<file path="config.mk">
export PLATFORM = sky130hd
export DESIGN_NAME = sequence_player
export DESIGN_NICKNAME = d
export VERILOG_FILES = /design/src/rtl/sequence_player.sv
export SDC_FILE = /design/constraint.sdc
export NUM_CORES = 1
export LEC_CHECK = 0
export ABC_AREA = 1
export CORE_AREA = 3 3 84 86
export CTS_BUF_LIST = sky130_fd_sc_hd__clkbuf_4 sky130_fd_sc_hd__clkbuf_8
export DETAILED_ROUTE_END_ITERATION = 16
export DIE_AREA = 0 0 87 89
export GPL_TIMING_DRIVEN = 1
export PLACE_DENSITY = 0.73
export REMOVE_ABC_BUFFERS = 1
export SETUP_SLACK_MARGIN = 0.5
export SYNTH_ARGS = -nofsm -noshare
export SYNTH_HDL_FRONTEND = slang
export SYNTH_SLANG_ARGS = --single-unit
</file>
<file path="constraint.sdc">
create_clock -name clk -period 2.15 [get_ports clk]
set_clock_uncertainty 0.1 [all_clocks]
set_input_delay 0.5375 -clock clk [delete_from_list [all_inputs] [get_ports clk]]
set_output_delay 0.5375 -clock clk [all_outputs]
set_load 0.05 [all_outputs]
</file>
<file path="src/rtl/sequence_player.sv">
// rtl/sequence_player.sv - plays a latched 2-bit colour sequence with on/off dwell timing
module sequence_player #(
    parameter int ON_CYCLES  = 8,
    parameter int OFF_CYCLES = 4,
    parameter int CNT_W      = 8
) (
    input  logic        clk,
    input  logic        rst_n,
    input  logic        start,
    input  logic        abort,
    input  logic [31:0] sequence_in,
    input  logic [3:0]  sequence_len,
    output logic [1:0]  colour_out,
    output logic        colour_valid,
    output logic [3:0]  step_idx,
    output logic        busy,
    output logic        done
);
    typedef enum logic [1:0] {IDLE, SHOW, GAP, DONE} state_t;

    // Counter holds cycles remaining after the current one, so a load of N-1 gives N cycles.
    localparam logic [CNT_W-1:0] ON_LD  = CNT_W'(ON_CYCLES - 1);
    localparam logic [CNT_W-1:0] OFF_LD = CNT_W'((OFF_CYCLES > 0) ? OFF_CYCLES - 1 : 0);
    localparam logic [CNT_W-1:0] CNT_ONE = CNT_W'(1);

    state_t           state_q, state_d;
    logic [CNT_W-1:0] cnt_q, cnt_d;
    logic [3:0]       step_q, step_d;
    logic [31:0]      seq_q, seq_d;
    logic [3:0]       len_q, len_d;
    logic [1:0]       colour_out_q, colour_out_d;
    logic             colour_valid_q, colour_valid_d;
    logic             busy_q, busy_d;
    logic             done_q, done_d;

    always_comb begin
        state_d = state_q;
        cnt_d   = cnt_q;
        step_d  = step_q;
        seq_d   = seq_q;
        len_d   = len_q;
        case (state_q)
            IDLE: begin
                if (start) begin
                    seq_d   = sequence_in;
                    len_d   = sequence_len;
                    step_d  = 4'd0;
                    cnt_d   = ON_LD;
                    state_d = (sequence_len == 4'd0) ? DONE : SHOW;
                end
            end
            SHOW: begin
                if (cnt_q == '0) begin
                    if (step_q == 4'(len_q - 4'd1)) begin
                        state_d = DONE;
                    end else if (OFF_CYCLES > 0) begin
                        state_d = GAP;
                        cnt_d   = OFF_LD;
                    end else begin
                        step_d = step_q + 4'd1;
                        cnt_d  = ON_LD;
                    end
                end else begin
                    cnt_d = cnt_q - CNT_ONE;
                end
            end
            GAP: begin
                if (cnt_q == '0) begin
                    state_d = SHOW;
                    step_d  = step_q + 4'd1;
                    cnt_d   = ON_LD;
                end else begin
                    cnt_d = cnt_q - CNT_ONE;
                end
            end
            DONE: begin
                state_d = IDLE;
                step_d  = 4'd0;
            end
            default: begin
                state_d = IDLE;
                step_d  = 4'd0;
            end
        endcase
        if (abort) begin
            state_d = IDLE;
            step_d  = 4'd0;
            cnt_d   = '0;
            seq_d   = seq_q;
            len_d   = len_q;
        end
        // Outputs are decoded from the next state so they appear registered with no extra lag.
        colour_valid_d = (state_d == SHOW);
        colour_out_d   = (state_d == SHOW) ? seq_d[{step_d, 1'b0} +: 2] : 2'b00;
        busy_d         = (state_d != IDLE);
        done_d         = (state_d == DONE);
    end

    always_ff @(posedge clk or negedge rst_n) begin
        if (!rst_n) begin
            state_q        <= IDLE;
            cnt_q          <= '0;
            step_q         <= 4'd0;
            seq_q          <= 32'd0;
            len_q          <= 4'd0;
            colour_out_q   <= 2'b00;
            colour_valid_q <= 1'b0;
            busy_q         <= 1'b0;
            done_q         <= 1'b0;
        end else begin
            state_q        <= state_d;
            cnt_q          <= cnt_d;
            step_q         <= step_d;
            seq_q          <= seq_d;
            len_q          <= len_d;
            colour_out_q   <= colour_out_d;
            colour_valid_q <= colour_valid_d;
            busy_q         <= busy_d;
            done_q         <= done_d;
        end
    end

    assign colour_out   = colour_out_q;
    assign colour_valid = colour_valid_q;
    assign step_idx     = step_q;
    assign busy         = busy_q;
    assign done         = done_q;
endmodule
</file>
==> impl_metrics.csv <==
group,metric,value,unit
drt,firstDrtPassIters,4,
synth,synth_area_leaders,"dfrtp_1 45%, inv_1 7.7%, nand2_1 7.7%, nand3_1 6.9%, mux2_2 4.4%",
placement,place_inst,521,
critical_path,reg2reg_from,"state_q[0]",
placement,gp_congestion,0.8220,
critical_path,crit_start,"state_q[0]",
global_route,grt_pass1_vias,3107,
clocking,cts_sinks,55,
synth,synth_commonest_cells,"63 x inv_1, 63 x nand2_1, 55 x dfrtp_1, 42 x nand3_1, 22 x nor2_1",
hold_path,hold_path.class,"input port to asynchronous set/reset pin",
drt,drc_errors,0,
critical_path,cp_slowest_cell,"dfrtp_1",
synth,ys_ff_latch,55,
clocking,cts_made_buffers,5,
sta,hold_violations,0,
global_route,grt_pass1_wl,14250,um
sta,rsz0062_at_grt,"true",
critical_path,rrSetupSlack,0.05,ns
critical_path,critPathLaunchType,"flop",
sta,final-setup-viol-count,0,
critical_path,cp-end-kind,"flop",
finish,finalNonFillerCells,561,
floorplan,core,6350,sq um
critical_path,arrival,2.21,ns
clocking,holdBufCountCts,0,
sta,timing.final.crit_share,97.67,%
finish,layout-drive-gt1-share,45.66,%
drt,ant_nets,0,
synth,avgSynthCellArea,8.203,sq um
power,power.density,1556,nW/um^2
global_route,grt_antenna_before_repair,0,
sta,min_period,2.100,ns
clocking,clk_latency,0.32,ns
clocking,cts-root-buf,"clkbuf_8",
sta,fmax,476.2,MHz
finish,area_growth,59.54,%
floorplan,start_util,48.32,%
synth,synth_enable_flop_cells,0,
global_route,grt_max_degree,56,
placement,dp_hpwl,5059,um
floorplan,ios,49,
global_route,track_usage,23.49,%
floorplan,die-area,7743,sq um
critical_path,worstPathRequired,2.26,ns
synth,synth_area,3068,sq um
global_route,top_usage_layer,"met2",
global_route,use_met2,42.79,%
synth,yosysUniqueCellTypes,33,
global_route,overflow,0,
synth,yosys.area.top_type,"dfrtp_1",
finish,fillers,409,
clocking,path_clk_slew,0.10,ns
critical_path,rr_worst_depth,10,
synth,seq_area_frac_synth,44.86,%
floorplan,rows,29,
synth,synthCells,374,
run,maxCapViolCount,0,
finish,final_nets,529,
synth,synth_top_flop_cell,"dfrtp_1",
placement,io_buffers,48,
critical_path,path_cells,"inv_2, ha_4, nand3_4, buf_12, buf_16, mux2_2, nand2_1, a21oi_2, a21oi_2, nor2_1",
drt,wl_per_cell,16.26,um
critical_path,cpMostUsedCell,"a21oi_2",
sta,worst_pin_slew,0.3294,ns
status,outcome,"finished clean",
floorplan,die_h,89,um
synth,netlist.area_leader.share,44.86,%
critical_path,r2r-end,"colour_out[1]",
critical_path,crit_type,"flop to flop",
clocking,ctsLongestPathBuffers,2,
drt,viasPerCell,5.369,
global_route,grtUsageMet3,4.147,%
power,leakage,2.254,nW
power,p_total,0.007615,W
drt,drt_iter0_drc,214,
global_route,met1_usage,26.96,%
critical_path,crit_path_max_fanout,7,
critical_path,max_stage_delay,0.41,ns
power,ir_worst_vdd,0.0009453,V
synth,yosys_warnings,0,
drt,drt_wl_total,9123,um
synth,synthArstFlopShare,100.0,%
floorplan,dieWidth,87,um
finish,insertedDiodeCount,0,
clocking,cts_max_level,2,
sta,relSlewSlack,78.04,%
sta,drv_slew,0,
drt,vias,3012,
clocking,cts_tree,"built",
[through the flow]
step	instance area (sq um)	setup WS [ns]	hold slack, ns	util, %	TNS (ns)
6_report	4895	0.05013	0.08370	77.08	0
3_3_place_gp	3851	-0.2861	0.3755	60.65	-2.088
5_1_grt	4895	-0.02436	0.1114	77.08	-0.04062
4_1_cts	4572	0.1955	0.1135	72.00	0
3_5_place_dp	3851	-0.3153	0.3841	60.65	-2.273
2_1_floorplan	2989	-0.5199	0.1419	-	-2.411
[sequential cells by signal, indices dropped and copies added, names as in the netlist]
signal        flops
cnt_q             8
busy              1
len_q             4
colour_valid      1
step_idx          4
seq_q            32
done              1
state_q           2
colour_out        2
[layout by cell type, fill, tap and decap left out, drive strengths merged]
| cell | synthesis | routed |
|---|---|---|
| clkdlybuf4s50 | 0 | 36 |
| dlygate4sd2 | 0 | 2 |
| or3 | 1 | 1 |
| nand2 | 67 | 67 |
| ha | 6 | 6 |
| buf | 11 | 75 |
| inv | 69 | 70 |
| xor2 | 3 | 3 |
| or2 | 2 | 2 |
| nor3 | 7 | 7 |
| o21ai | 29 | 29 |
| o31ai | 1 | 1 |
| a21o | 1 | 1 |
| nand3b | 3 | 3 |
| mux2 | 15 | 15 |
| xnor2 | 3 | 3 |
| clkinv | 0 | 2 |
| a21oi | 23 | 24 |
| dfrtp | 55 | 55 |
| a31oi | 4 | 4 |
| nand3 | 47 | 47 |
| clkbuf | 1 | 5 |
| nor2 | 25 | 25 |
| a22o | 1 | 1 |
[how the worst max path moves through the flow]
stage | to
floorplan | colour_out[1]
global placement | colour_out[1]
detailed placement | colour_out[1]
CTS | colour_out[1]
global route | cnt_q[2]
finish | colour_out[1]
[cell type report]
type	count	area, sq um	share of cell area, %
clock buffer	5	68.82	1.406
clock inverter	3	18.77	0.3834
inverter	69	264.0	5.394
multi-input combinational	239	1899	38.80
sequential	55	1380	28.20
tap	77	96.34	1.968
timing repair buffer	113	1167	23.85
[metal layers]
layer / share of wire [%] / vias up / routed length, um
met4: 2.2 / 0 / 199
met2: 55 / 94 / 5040
met5: 0 / - / 0
li1: - / 1425 / -
met3: 5.0 / 20 / 458
met1: 38 / 1473 / 3424
[power breakdown]
part	switching, W	internal, W	leakage, nW	total, W
Combinational	0.00290	0.00234	1.55	0.00524
Sequential	0.000270	0.00151	0.654	0.00178
Clock	0.000366	0.000231	0.0483	0.000597
[timing repair]
action	CTS	global route
setup endpoints to repair	37	43
setup buffers	19	8
gates resized for setup	119	80
pin swaps	29	19
cloned	5	0
[cells by family (layout without fill, tap and decap cells)]
logic type	after synthesis	count (layout)	synth area share, %
xor+xnor	6	6	1.713
simple gates	152	152	23.29
flops	55	55	44.86
fa+ha+maj	6	6	2.447
mux	15	15	5.506
compound gates	59	60	11.17
buf+inv	81	190	11.01
[worst max-delay path: cells and delay by family, from the launching register on]
| kind | cells | cell delay [ns] |
|---|---|---|
| DFF | 1 | 0.41 |
| buffers and inverters | 3 | 0.43 |
| adders and majority gates | 1 | 0.17 |
| and+or+nand+nor | 3 | 0.33 |
| muxes | 1 | 0.30 |
| AOI/OAI and AO/OA | 2 | 0.25 |
No activity file was read; power rests on OpenSTA's default activity.
